===== config.mk =====
export PLATFORM = sky130hd
export DESIGN_NAME = fetch_controller
export DESIGN_NICKNAME = d
export VERILOG_FILES = /design/src/rtl/fetch_pkg.sv /design/src/rtl/fetch_fifo.sv /design/src/rtl/fetch_controller.sv
export SDC_FILE = /design/constraint.sdc
export NUM_CORES = 1
export LEC_CHECK = 0
export CAP_MARGIN = 10
export CORE_MARGIN = 10
export CORE_UTILIZATION = 45
export CTS_CLUSTER_DIAMETER = 30
export DETAILED_ROUTE_END_ITERATION = 10
export GPL_ROUTABILITY_DRIVEN = 1
export PLACE_DENSITY = 0.74
export SLEW_MARGIN = 10
export SYNTH_ARGS = -nofsm -noshare
export SYNTH_HDL_FRONTEND = slang
export SYNTH_SLANG_ARGS = --single-unit

===== constraint.sdc =====
create_clock -name i_clk -period 6.1 [get_ports i_clk]
set_input_delay 0.61 -clock i_clk [delete_from_list [all_inputs] [get_ports i_clk]]
set_output_delay 0.61 -clock i_clk [all_outputs]
set_load 0.005 [all_outputs]

===== src/rtl/fetch_pkg.sv =====
// Shared types and constants for the instruction fetch front end.
package fetch_pkg;

  localparam int INSTR_BYTES  = 4;
  localparam int FETCH_ADDR_W = 32;
  localparam int FETCH_DATA_W = 32;

  typedef enum logic [1:0] {
    BOOT  = 2'd0,
    RUN   = 2'd1,
    FAULT = 2'd2
  } fetch_state_t;

  typedef struct packed {
    logic [FETCH_ADDR_W-1:0] pc;
    logic [FETCH_DATA_W-1:0] instr;
  } fetch_entry_t;

endpackage


===== src/rtl/fetch_fifo.sv =====
// Small circular buffer of PC-tagged instruction words between memory and decode.
// FIFO_DEPTH must be a power of two so the pointers wrap naturally.
module fetch_fifo
  import fetch_pkg::*;
#(
  parameter int  FIFO_DEPTH = 2,
  parameter type ENTRY_T    = fetch_entry_t
) (
  input  logic                      i_clk,
  input  logic                      i_rst_n,
  input  logic                      i_push,
  input  logic                      i_pop,
  input  logic                      i_flush,
  input  ENTRY_T                    i_data,
  output ENTRY_T                    o_head,
  output logic [$clog2(FIFO_DEPTH):0] o_count,
  output logic                      o_empty,
  output logic                      o_full
);

  localparam int PTR_W = $clog2(FIFO_DEPTH);
  localparam int CNT_W = PTR_W + 1;

  ENTRY_T             r_mem [FIFO_DEPTH];
  logic [PTR_W-1:0]   r_rdPtr;
  logic [PTR_W-1:0]   r_wrPtr;
  logic [CNT_W-1:0]   r_count;
  logic               w_doPush;
  logic               w_doPop;

  assign o_empty  = (r_count == '0);
  assign o_full   = (r_count == CNT_W'(FIFO_DEPTH));
  assign o_count  = r_count;
  assign o_head   = r_mem[r_rdPtr];
  assign w_doPush = i_push && !i_flush && (!o_full || i_pop);
  assign w_doPop  = i_pop && !i_flush && !o_empty;

  // Pointer and occupancy bookkeeping; a flush empties the buffer in one cycle.
  always_ff @(posedge i_clk) begin
    if (!i_rst_n || i_flush) begin
      r_rdPtr <= '0;
      r_wrPtr <= '0;
      r_count <= '0;
    end else begin
      if (w_doPush) r_wrPtr <= r_wrPtr + PTR_W'(1);
      if (w_doPop)  r_rdPtr <= r_rdPtr + PTR_W'(1);
      case ({w_doPush, w_doPop})
        2'b10:   r_count <= r_count + CNT_W'(1);
        2'b01:   r_count <= r_count - CNT_W'(1);
        default: r_count <= r_count;
      endcase
    end
  end

  // Entry storage needs no reset: stale slots are never visible past the pointers.
  always_ff @(posedge i_clk) begin
    if (w_doPush) r_mem[r_wrPtr] <= i_data;
  end

endmodule


===== src/rtl/fetch_controller.sv =====
// Fetch sequencer: owns the fetch PC, issues one word request per cycle to a
// fixed 1-cycle-latency memory, tags returned words with their PC and buffers
// them for decode. A redirect flushes the buffer and drops the word in flight.
// Optional macro FETCH_ALIGN_CHK_EN: a misaligned redirect target traps into a
// sticky FAULT state; without it the low two target bits are simply cleared.
module fetch_controller
  import fetch_pkg::*;
#(
  parameter int                       ADDRESS_WIDTH = 32,
  parameter int                       DATA_WIDTH    = 32,
  parameter logic [ADDRESS_WIDTH-1:0] RESET_PC      = '0,
  parameter int                       FIFO_DEPTH    = 2
) (
  input  logic                     i_clk,
  input  logic                     i_rst_n,
  input  logic                     i_fetch_en,
  input  logic                     i_redirect_valid,
  input  logic [ADDRESS_WIDTH-1:0] i_redirect_pc,
  output logic                     o_mem_req,
  output logic [ADDRESS_WIDTH-1:0] o_mem_addr,
  input  logic [DATA_WIDTH-1:0]    i_mem_rdata,
  output logic                     o_instr_valid,
  output logic [DATA_WIDTH-1:0]    o_instr,
  output logic [ADDRESS_WIDTH-1:0] o_instr_pc,
  input  logic                     i_instr_ready,
  output logic                     o_fetch_fault
);

  localparam int                       CNT_W = $clog2(FIFO_DEPTH) + 1;
  localparam int                       OCC_W = CNT_W + 1;
  localparam logic [ADDRESS_WIDTH-1:0] STEP  = ADDRESS_WIDTH'(INSTR_BYTES);

  typedef struct packed {
    logic [ADDRESS_WIDTH-1:0] pc;
    logic [DATA_WIDTH-1:0]    instr;
  } entry_t;

  fetch_state_t             r_state;
  fetch_state_t             w_stateNext;
  logic [ADDRESS_WIDTH-1:0] r_pc;
  logic [ADDRESS_WIDTH-1:0] w_pcNext;
  logic                     r_inflight;
  logic [ADDRESS_WIDTH-1:0] r_inflightPc;
  logic [ADDRESS_WIDTH-1:0] w_redirPc;
  logic                     w_misaligned;
  logic                     w_push;
  logic                     w_pop;
  logic                     w_popReq;
  logic                     w_flush;
  logic                     w_empty;
  logic                     w_full;
  logic [CNT_W-1:0]         w_count;
  logic [OCC_W-1:0]         w_occupancy;
  logic                     w_hasCredit;
  entry_t                   w_pushEntry;
  entry_t                   w_head;

`ifdef FETCH_ALIGN_CHK_EN
  assign w_redirPc     = i_redirect_pc;
  assign w_misaligned  = |i_redirect_pc[1:0];
  assign o_fetch_fault = (r_state == FAULT);
`else
  assign w_redirPc     = i_redirect_pc & ~ADDRESS_WIDTH'(INSTR_BYTES - 1);
  assign w_misaligned  = 1'b0;
  assign o_fetch_fault = 1'b0;
`endif

  // Credit: a new request is allowed only if every word already owed a slot
  // (buffered plus in flight, minus the one leaving now) still leaves room.
  assign o_instr_valid = (r_state == RUN) && !w_empty;
  assign w_popReq      = o_instr_valid && i_instr_ready;
  assign w_occupancy   = OCC_W'(w_count) + OCC_W'(r_inflight) - OCC_W'(w_popReq);
  assign w_hasCredit   = (w_occupancy < OCC_W'(FIFO_DEPTH));
  assign w_pushEntry   = {r_inflightPc, i_mem_rdata};
  assign o_instr       = o_instr_valid ? w_head.instr : '0;
  assign o_instr_pc    = o_instr_valid ? w_head.pc    : '0;

  fetch_fifo #(
    .FIFO_DEPTH (FIFO_DEPTH),
    .ENTRY_T    (entry_t)
  ) u_fifo (
    .i_clk   (i_clk),
    .i_rst_n (i_rst_n),
    .i_push  (w_push),
    .i_pop   (w_pop),
    .i_flush (w_flush),
    .i_data  (w_pushEntry),
    .o_head  (w_head),
    .o_count (w_count),
    .o_empty (w_empty),
    .o_full  (w_full)
  );

  // Next state, next PC, request issue and buffer control; redirect outranks all.
  always_comb begin
    w_stateNext = r_state;
    w_pcNext    = r_pc;
    w_flush     = 1'b0;
    w_push      = 1'b0;
    w_pop       = 1'b0;
    o_mem_req   = 1'b0;
    o_mem_addr  = r_pc;
    case (r_state)
      BOOT: begin
        w_stateNext = RUN;
        if (i_redirect_valid) w_pcNext = w_redirPc;
      end
      RUN: begin
        if (i_redirect_valid) begin
          w_flush    = 1'b1;
          o_mem_addr = w_redirPc;
          if (w_misaligned) begin
            w_stateNext = FAULT;
          end else begin
            o_mem_req = i_fetch_en;
            w_pcNext  = i_fetch_en ? (w_redirPc + STEP) : w_redirPc;
          end
        end else begin
          w_pop     = w_popReq;
          w_push    = r_inflight && (!w_full || w_popReq);
          o_mem_req = i_fetch_en && w_hasCredit;
          if (i_fetch_en && w_hasCredit) w_pcNext = r_pc + STEP;
        end
      end
      FAULT: begin
        w_stateNext = FAULT;
      end
      default: begin
        w_stateNext = BOOT;
      end
    endcase
  end

  // State, PC and in-flight tracking; reset drops any word still owed by memory.
  always_ff @(posedge i_clk) begin
    if (!i_rst_n) begin
      r_state      <= BOOT;
      r_pc         <= RESET_PC;
      r_inflight   <= 1'b0;
      r_inflightPc <= '0;
    end else begin
      r_state    <= w_stateNext;
      r_pc       <= w_pcNext;
      r_inflight <= o_mem_req;
      if (o_mem_req) r_inflightPc <= o_mem_addr;
    end
  end

endmodule


==> impl_metrics.toml <==
[worst_setup_path]
path_cells = "buf_4 -> nor2b_1 -> buf_4 -> o21ai_4 -> nor2_1 -> ha_1 -> nand2b_1 -> fa_1 -> xnor2_1 -> a21oi_1 -> nor2_4 -> clkdlybuf4s50_1"
critPathMaxFanout = 18
crit_type = "reg -> out"
worstRegToRegCells = 15
slowest_delay_ps = 540
reg2reg_from = "r_state[0]$_SDFFE_PN0P_"
cpMaxStageDelayCell = "clkdlybuf4s50_1"
r2r_setup_slack_ps = 2370
startpoint_type = "register"
cp.required_ps = 5490
cpMostUsedCell = "buf_4"
crit_path_end_kind = "output pin"
crit_start = "r_state[0]$_SDFFE_PN0P_"
r2r-end = "r_inflightPc[20]$_SDFFE_PN0P_"
arrival_ps = 3580

[logic_synthesis]
synth-async-reset-ratio_pct = 0
synth_nets = 1029
synth-edff-count = 128
synth_warnings = 0
avgSynthCellArea_um2 = 10.2
yosys_register_bits = 200
ys_seq_area_share_pct = 54.2
synth_top_area_share_pct = 39.4
netlist_area_um2 = 9750
synth_area_leader_cell = "edfxtp_1"
synthCells = 955
synth_area_leaders = "edfxtp_1, dfxtp_1, mux2i_1"
netlist-cell-type-count = 65
synth_ff_type = "edfxtp_1"

[finish]
drive_gt1_share_pct = 6.36
layout.cells.non_filler = 1376
nNetsFinal = 1162
multi_input_area_um2 = 4170
layout_commonest_cell = "clkdlybuf4s50_1"
area_growth_pct = 25.4
fill_cells = 1821
layout_common_cells = "clkdlybuf4s50_1, nor2_1, edfxtp_1"
antenna_cells = 0
layout.area.seq_um2 = 5290

[cts]
ctsResizeCount = 0
clock_path_buffers = 2
clk_pin_slew_ps = 80
cts_made_buffers = 17
clkLatencyLatePin_ps = 440
cts_hold_buf = 0
cts_htree_levels = 4
root_buffer = "clkbuf_16"
cts_tree = "built"
cts.sinks = 200
cts_setup_buffers = 0

[run]
cap_violations = 0

[sta]
rsz0062_at_grt = "no"
relSlewSlack_pct = 25.8
tightest_slew_ps = 1110
setup_slack_ps = 1910
tns_ps = 0
fin_skew_ps = 22.5
setup_viol = 0
max_freq_mhz = 239
period_share_pct = 68.6
hold_viol = 0
post-route-min-period_ps = 4190
slew_violations = 0

[hold_path]
min_to = "u_fifo.r_mem[0][49]$_DFFE_PP_"
worst_hold_startpoint = "r_inflightPc[17]$_SDFFE_PN0P_"
hp-class = "reg -> reg"
whs_path_depth = 0

[die]
die_w_um = 167
rows = 53
io_pins = 168
fp.coreArea_um2 = 21200
die_area_um2 = 28000
start_util_pct = 46.1
die_h_um = 167

[routing]
vias_per_cell = 5.68
vias = 7814
drc = 0
ant_nets = 0
first_iter_violations = 690
detail_route.wl_per_cell_um = 19.7
routed_wl_um = 27100
drt-pass1-iter-count = 5

[place]
dp_cells = 1344
gp_congestion = 0.913
pre_cts_ws_ps = 2210
hpwl_um = 18600
numPortBuffers = 164

[global_route]
gr-total-overflow = 0
grt_pass1_vias = 7437
grt_max_degree = 67
grt_first_pass_wirelength_um = 41500
antenna_found_initial = 0
track_usage_pct = 18.3

[run_status]
status = "finished clean"

[power]
p_leak_nw = 4.20
power_density_nw_per_um2 = 241
ir_drop_uv = 162
[final cells by class]
cell class	instances	share of cell area, %
Sequential cell	200	43.3
Clock buffer	18	3.51
Clock inverter	14	1.15
Tap cell	275	2.82
Inverter	16	0.491
Multi-Input combinational cell	670	34.1
Timing Repair Buffer	183	14.7
[worst max-delay path: cells and delay by family, from the launching register on]
family | cells | cell delay (ps)
buffers and inverters | 3 | 1030
adders and majority gates | 2 | 600
xor gates and xnor gates | 1 | 310
DFF | 1 | 310
and+or+nand+nor | 4 | 600
AOI/OAI and AO/OA | 2 | 270
[how the worst max path moves through the flow]
| stage | endpoint | slack (ps) | cells after the start |
|---|---|---|---|
| floorplan | u_fifo.r_mem[0][0]$_DFFE_PP_ | 1490 | 4 |
| global placement | o_mem_req | 2280 | 10 |
| detailed placement | o_mem_req | 2210 | 10 |
| CTS | o_mem_req | 1940 | 12 |
| global route | o_mem_req | 1770 | 12 |
| finish | o_mem_req | 1910 | 12 |
[synth_stat cells, types with 2 or more instances]
library cell  count
xnor2_1          19
o21ai_0          32
o211ai_1          4
and4_1            4
and2_1            4
or3_1             3
dfxtp_1          72
clkbuf_1         53
a22o_1            2
inv_1            15
or4_1             3
o21ai_1           2
a311oi_1          8
o41ai_1           3
nand2b_1          3
a21o_1            5
buf_2             8
a31oi_1           6
nor4_1           10
nor2_1          149
a221oi_1          7
a211oi_1         25
a21boi_0          3
ha_1              4
nor4_4            2
o2bb2ai_1         2
mux2i_1          98
o31a_1            3
and3_1            8
o22ai_1           2
nor4_2            3
edfxtp_1        128
nor2b_1           2
o221ai_1          6
xor2_1           14
a31o_2            2
nor3_1           15
o21a_1            2
nand4_1          20
nand2_1         122
buf_1             7
nand3_1          26
a21oi_1          27
[power breakdown]
part | switching, W | leakage (nW) | total (W) | internal [W]
logic | 0.000177 | 2.13 | 0.000331 | 0.000154
registers | 0.0000416 | 1.79 | 0.00152 | 0.00148
clock network | 0.000526 | 0.278 | 0.00110 | 0.000575
total | 0.000744 | 4.20 | 0.00295 | 0.00220
[metrics by stage]
stage	total power [W]	cell area, µm²	util [%]	hold slack [ps]
floorplan	0.00171	9750	-	420
global placement	0.00187	11700	55.1	433
detailed placement	0.00187	11700	55.1	439
CTS	0.00296	12200	57.8	456
global route	0.00305	12200	57.8	467
finish	0.00295	12200	57.8	453
[flip-flops by register name, indices dropped and copies added (netlist names), named ones only]
name,count
r_inflight,1
r_inflightPc,32
u_fifo.r_wrPtr,1
r_state,2
u_fifo.r_rdPtr,1
u_fifo.o_count,2
r_pc,32
u_fifo.r_mem,128
[kinds of logic after synthesis]
logic type	share of synthesized area [%]
flops	54.2
mux	10.1
xor+xnor	2.96
compound gates	10.8
buf+inv	3.41
other cells	0.0385
fa+ha+maj	0.719
simple gates	17.8
[routing by layer]
layer / track usage (%) / wire length (µm) / vias up
met5: 0 / 0 / -
met3: 4.52 / 2030 / 45
met4: 5.03 / 532 / 0
li1: - / - / 3736
met2: 29.1 / 12500 / 349
met1: 24.2 / 12000 / 3684
Note: power is estimated with default switching activity, not from simulation.
